==> config.mk <==
export PLATFORM = sky130hd
export DESIGN_NAME = serial_alu_seq
export DESIGN_NICKNAME = d
export VERILOG_FILES = /design/src/rtl/serial_alu_seq.sv
export SDC_FILE = /design/constraint.sdc
export NUM_CORES = 1
export LEC_CHECK = 0
export ABC_AREA = 1
export CAP_MARGIN = 10
export CORE_AREA = 2 2 61 63
export CTS_BUF_LIST = sky130_fd_sc_hd__clkbuf_4 sky130_fd_sc_hd__clkbuf_8
export DETAILED_ROUTE_END_ITERATION = 8
export DIE_AREA = 0 0 63 65
export DONT_BUFFER_PORTS = 1
export PLACE_DENSITY_LB_ADDON = 0.08
export SETUP_SLACK_MARGIN = 0.02
export SYNTH_ARGS = -nofsm -noshare
export SYNTH_HDL_FRONTEND = slang
export SYNTH_SLANG_ARGS = --single-unit
==> constraint.sdc <==
create_clock -name clk -period 2.5 [get_ports clk]
set_input_delay 0.125 -clock clk [delete_from_list [all_inputs] [get_ports clk]]
set_output_delay 0.125 -clock clk [all_outputs]
set_load 0.02 [all_outputs]
==> src/rtl/serial_alu_seq.sv <==
// Bit-serial sequencer that drives one external 1-bit ALU slice LSB-first.
// Define SERIAL_ALU_FLAGS_EN to add the zero and ovf result flags.
module serial_alu_seq #(
  parameter int unsigned WIDTH = 8
) (
  input  logic             clk,
  input  logic             rst_n,
  input  logic             start,
  input  logic [2:0]       aop,
  input  logic [WIDTH-1:0] op_a,
  input  logic [WIDTH-1:0] op_b,
  output logic             busy,
  output logic             done,
  output logic             err,
  output logic [WIDTH-1:0] result,
  output logic             carry_out,
  output logic             slice_a,
  output logic             slice_b,
  output logic             slice_cin,
  output logic [2:0]       slice_aop,
`ifdef SERIAL_ALU_FLAGS_EN
  output logic             zero,
  output logic             ovf,
`endif
  input  logic             slice_out,
  input  logic             slice_cout
);

  localparam int unsigned CNT_W = $clog2(WIDTH + 1);
  localparam logic [2:0] AopSub = 3'b110;

  typedef enum logic [1:0] {StIdle, StRun, StDone} state_e;

  state_e           state_q;
  logic [WIDTH-1:0] a_sh_q, b_sh_q, r_sh_q;
  logic [CNT_W-1:0] cnt_q;
  logic             carry_q;

  logic accept, last, illegal, arith;

  assign accept  = (state_q != StRun) && start;
  assign last    = (state_q == StRun) && (cnt_q == CNT_W'(WIDTH - 1));
  assign illegal = (slice_aop[1:0] == 2'b11);
  assign arith   = (slice_aop[1:0] == 2'b10);

  assign slice_a   = a_sh_q[0];
  assign slice_b   = b_sh_q[0];
  assign slice_cin = carry_q;

  always_ff @(posedge clk or negedge rst_n) begin
    if (!rst_n) begin
      state_q   <= StIdle;
      a_sh_q    <= '0;
      b_sh_q    <= '0;
      r_sh_q    <= '0;
      cnt_q     <= '0;
      carry_q   <= 1'b0;
      slice_aop <= 3'b000;
      busy      <= 1'b0;
      done      <= 1'b0;
      err       <= 1'b0;
      result    <= '0;
      carry_out <= 1'b0;
    end else begin
      done <= 1'b0;
      err  <= 1'b0;
      unique case (state_q)
        StIdle, StDone: begin
          if (start) begin
            a_sh_q    <= op_a;
            b_sh_q    <= op_b;
            r_sh_q    <= '0;
            cnt_q     <= '0;
            // Subtract is A + ~B + 1, so the first carry-in is the +1.
            carry_q   <= (aop == AopSub);
            slice_aop <= aop;
            busy      <= 1'b1;
            state_q   <= StRun;
          end else begin
            state_q <= StIdle;
          end
        end
        StRun: begin
          r_sh_q  <= {slice_out, r_sh_q[WIDTH-1:1]};
          a_sh_q  <= a_sh_q >> 1;
          b_sh_q  <= b_sh_q >> 1;
          carry_q <= slice_cout;
          cnt_q   <= cnt_q + CNT_W'(1);
          if (last) begin
            result    <= illegal ? '0 : {slice_out, r_sh_q[WIDTH-1:1]};
            carry_out <= arith & slice_cout;
            err       <= illegal;
            done      <= 1'b1;
            busy      <= 1'b0;
            state_q   <= StDone;
          end
        end
        default: state_q <= StIdle;
      endcase
    end
  end

`ifdef SERIAL_ALU_FLAGS_EN
  // Running OR of result bits seen so far; avoids a full-width compare.
  logic nz_q;

  always_ff @(posedge clk or negedge rst_n) begin
    if (!rst_n) begin
      nz_q <= 1'b0;
      zero <= 1'b0;
      ovf  <= 1'b0;
    end else if (accept) begin
      nz_q <= 1'b0;
    end else if (state_q == StRun) begin
      nz_q <= nz_q | slice_out;
      if (last) begin
        zero <= illegal | ~(nz_q | slice_out);
        // carry_q is the carry into the MSB during the final bit.
        ovf  <= arith & (carry_q ^ slice_cout);
      end
    end
  end
`else
  // Flags disabled: no extra state or ports.
`endif

endmodule

; After elaboration in Yosys (flattened, before gate mapping)
; Index checks and enable logic that the tools add are counted.
[word_totals]
reg_bits = 46
input_bits = 24
out_inout_bits = 18
word_cells = 51
[op_classes]
n_addsub = 1
eq_ne = 8
n_mux = 21
n_bitwise = 1
reduce_logical = 8
[op_table]
columns = op, n
row1 = $pmux W8 S2, 3
row2 = $mux W8, 4
row3 = $mux W1, 8
row4 = $pmux W4 S2, 1
row5 = $eq A2 B2 Y1 const B, 3
row6 = $reduce_and A2 Y1, 3
row7 = $add A4 B1 Y4 const B, 1
row8 = $eq A4 B3 Y1 const B, 1
row9 = $mux W4, 1
row10 = $ne A2 B2 Y1 const B, 2
row11 = $pmux W1 S2, 2
row12 = $pmux W2 S2, 1
row13 = $eq A3 B3 Y1 const B, 1
row14 = $reduce_and A3 Y1, 1
row15 = $eq A2 B1 Y1 const B, 1
row16 = $logic_not A2 Y1, 1
row17 = $mux W2, 1
row18 = $reduce_bool A2 Y1, 1
row19 = $reduce_or A2 Y1, 1
row20 = $and A1 B1 Y1, 1
row21 = $logic_and A1 B1 Y1, 1

; Depth between registers and ports, before layout
[depth]
depth_word = 4
depth_mapped = 7
depth_no_buf = 6

; Worst setup path before layout
; Ideal clock, no wire load.
[synth_timing]
kind = reg-to-reg
start = register cnt_q[0]
end = register result[0]
setup_time_ps = 119
t_arrival_ps = 1079
setup_slack_ps = 1303
stages_incl_launch_ff = 7
path_buffers = 0
synth_period_minus_slack_ps = 1197
path_cell_list = dfrtp_1 > ha_1 > nand2_1 > nor2_4 > nand2_2 > nand2_1 > nand2_1
[synth_via]
elab_chain_len = 3
[synth_lines]
columns = element, line_no
row1 = "start, declared", 36  ; logic [CNT_W-1:0] cnt_q;
row2 = "start signal, assigned", 88  ; cnt_q <= cnt_q + CNT_W'(1);
row3 = $eq A4 B3 Y1, 42  ; assign last = (state_q == StRun) && (cnt_q == CNT_W'(WIDTH - 1));
row4 = $logic_and A1 B1 Y1, 42
row5 = $reduce_and A2 Y1 (no source line), --
row6 = "end signal, assigned", 90  ; result <= illegal ? '0 : {slice_out, r_sh_q[WIDTH-1:1]};
row7 = "end, declared", 15  ; output logic [WIDTH-1:0] result,
; Every way passes these cells.
; A chain may end at the register's enable or synchronous reset.

; Final worst setup path
[layout_timing]
start = register state_q[0]
end = register carry_q (netlist: slice_cin)
[layout_via]
elab_chain_len = 4
elab_cells_between_ends = 8
cone_classes = eq/ne: 3 / mux: 1 / reduce/logical: 4
[layout_lines]
columns = element, line_no
row1 = "start, declared", 34  ; state_e state_q;
row2 = "start signal, assigned", 52  ; state_q <= StIdle;
row3 = "start signal, assigned", 78  ; state_q <= StRun;
row4 = "start signal, assigned", 80  ; state_q <= StIdle;
row5 = $eq A2 B2 Y1 or $logic_not A2 Y1 (tied branches), 67  ; unique case (state_q)
row6 = $reduce_or A2 Y1, 67
row7 = $ne A2 B2 Y1 (no source line) or $reduce_bool A2 Y1 (tied branches), --
row8 = $reduce_and A2 Y1 (no source line), --
row9 = "end signal, assigned", 75  ; carry_q <= (aop == AopSub);
row10 = "end signal, assigned", 87  ; carry_q <= slice_cout;
row11 = "end, declared", 37  ; logic carry_q;
; Parallel ways exist; a longest one is shown, timed or not.

==> results.toml <==
[grt]
grt.overflow.total = 0
grt_pass1_wl_mm = 6.84
grt_usage_pct = 22.1
grt_pass1_vias = 1536
top_usage_layer = "met2"
grt_util_met2_pct = 36.4
grt_antenna_before_repair = 0
use_met1_pct = 26.4
use_met3_pct = 7.47
grt_max_degree = 46

[job]
max_cap_viol_count = 0

[place]
port_buffers = 0
gp_congestion = 0.749
dp_hpwl_mm = 2.36

[cells_and_area]
num_antenna_cells = 0
nFillCells = 291
synthToLayoutAreaGrowth_pct = 20.5
final_common_cell = "nand2_1"
layout_common_cells = "nand2_1, dfrtp_1, dlygate4sd3_1"
drive_gt1_share_pct = 7.12
nets = 291

[worst_setup_path]
r2r-end = "slice_cin$_DFFE_PN0P_"
path_class = "reg2reg"
r2r_setup_slack_ns = 0.87
arrival_ns = 1.94
required_ns = 2.81
cp-end-kind = "flop"
critical_path.max_fanout = 12
reg2reg_from = "state_q[0]$_DFFE_PN0P_"
start_kind = "flop"
reg2reg_depth = 5

[drt]
routed_wirelength_mm = 3.79
drc_errors = 0
wl_per_cell_um = 12.0
viasPerCell = 4.93
vias = 1553
ant_nets = 0
drt-initial-drc-count = 118
first_pass_iters = 4

[clock_network]
clockBufferDepth = 2
post-cts-setup-buffers = 0
clock_latency_ns = 0.36
clockRootBuffer = "clkbuf_4"
cts.htree.levels = 2
cts_num_sinks = 45
cts_buffers = 5
path_clk_slew_ns = 0.12
cts_tree = "built"

[yosys]
synth_nets = 262
ys_seq_area_share_pct = 57.1
yosys_warnings = 0
syn_inst = 237
syn_area_per_cell_um2 = 8.32
syn-cell-area_mm2 = 0.00197
synth_seq_cells = 45
synth_cell_type_count = 21

[power_and_ir_drop]
power.density_mw_per_mm2 = 1210
peakVddDrop_uv = 625
p_leak_nw = 1.26

[hold_path]
min_from = "start"
hold_depth = 5
hold_path.class = "in2reg"
whs_endpoint = "b_sh_q[7]$_DFFE_PN0P_"

[floorplanning]
die-area_mm2 = 0.00410
io_pins = 42
rows = 22
die_x_um = 63
core_mm2 = 0.00350
initial_core_util_pct = 56.4
die_h_um = 65

[sta]
tns_ns = 0
setup_violations = 0
finalCritPeriodShare_pct = 65.4
finalCriticalPeriod_ns = 1.63
worstMarginPinSlew_ns = 0.493
max_freq_ghz = 0.612
hold_viol = 0
whs_ns = 0.170
drv_slew = 0
slew_headroom_pct = 67.1
clock_skew_ns = 0.00670
rsz0062_at_grt = "false"

[run_status]
status = "complete, no violations"
[critical path, cell delays in order (launching register included)]
cell and delay (ns):
dfrtp_1 0.40, inv_2 0.06, nor2_2 0.39, nand2_1 0.10, nand3_1 0.10, dlygate4sd3_1 0.54
[worst max path at each step]
stage                                      start                     to  slack (ns)  depth (start not counted)
final                     state_q[0]$_DFFE_PN0P_  slice_cin$_DFFE_PN0P_        0.87                          5
after global routing      state_q[0]$_DFFE_PN0P_  slice_cin$_DFFE_PN0P_        0.77                          5
after CTS                 state_q[0]$_DFFE_PN0P_  slice_cin$_DFFE_PN0P_        0.87                          5
after detailed placement    cnt_q[0]$_DFFE_PN0P_  result[5]$_DFFE_PN0P_        1.08                          6
after global placement      cnt_q[0]$_DFFE_PN0P_  carry_out$_DFFE_PN0P_        1.13                          6
after floorplan             cnt_q[0]$_DFFE_PN0P_  result[0]$_DFFE_PN0P_        1.30                          6
[per-layer routing]
metal  part of all wire (%)  wire [um]
met5                      0          0
met4                    1.7         65
met3                    4.9        186
met2                     51       1920
met1                     43       1610
[Yosys cell counts]
master     n  area, um2
inv_4      1       6.26
buf_6      3       33.8
a21oi_1    1       5.00
nand3_1    6       30.0
buf_2      1       5.00
nand2_2    2       12.5
nor2_1     8       30.0
inv_1     25       93.8
nor2_4     1       11.3
o21ai_0    3       15.0
nor2_2     1       6.26
nand4_1    9       56.3
dfrtp_1   45       1130
nor3b_1    1       7.51
nand2_4    1       11.3
ha_1       1       12.5
nand2_1  117        439
inv_2      1       3.75
or2_2      1       6.26
buf_4      3       22.5
o22ai_1    6       37.5
[where the power goes]
part	internal [W]	switching, W	total (W)
clock network	0.000309	0.000232	0.000541
logic	0.000352	0.000578	0.000929
registers	0.00104	0.000358	0.00139
total	0.00170	0.00117	0.00287
[cells by family after synthesis]
family / Yosys count / share of synthesized area [%]
buf+inv: 34 / 8.38
fa+ha+maj: 1 / 0.634
compound gates: 10 / 2.92
flops: 45 / 57.1
simple gates: 147 / 31.0
[sequential cells by signal, summed over array words and instances, names as in the netlist, 2 cells and up]
register,flops
state_q,2
cnt_q,4
slice_aop,3
r_sh_q,7
b_sh_q,8
result,8
a_sh_q,8
[layout make-up]
class | instances | area (um2) | area share, %
Timing Repair Buffer | 29 | 303 | 12.7
Multi-Input combinational cell | 158 | 681 | 28.6
Tap cell | 48 | 60.1 | 2.53
Sequential cell | 45 | 1130 | 47.4
Inverter | 27 | 104 | 4.37
Clock inverter | 3 | 65.1 | 2.74
Clock buffer | 5 | 37.5 | 1.58
[repair_timing]
item,in CTS,in global routing
endpoints found under the setup margin,0,0
resized for setup,0,0
hold endpoints to repair,69,0
hold buffers,27,0
[stage by stage]
step | std cells | power [W] | instance area (um2) | setup slack, ns | util [%]
floorplan | 237 | 0.00212 | 1970 | 1.30 | -
global placement | 280 | 0.00221 | 1990 | 1.13 | 56.8
detailed placement | 280 | 0.00225 | 1990 | 1.08 | 56.8
CTS | 315 | 0.00289 | 2380 | 0.873 | 68.0
global route | 315 | 0.00314 | 2380 | 0.768 | 68.0
finish | 315 | 0.00287 | 2380 | 0.866 | 68.0
No activity file was read; power rests on OpenSTA's default activity.
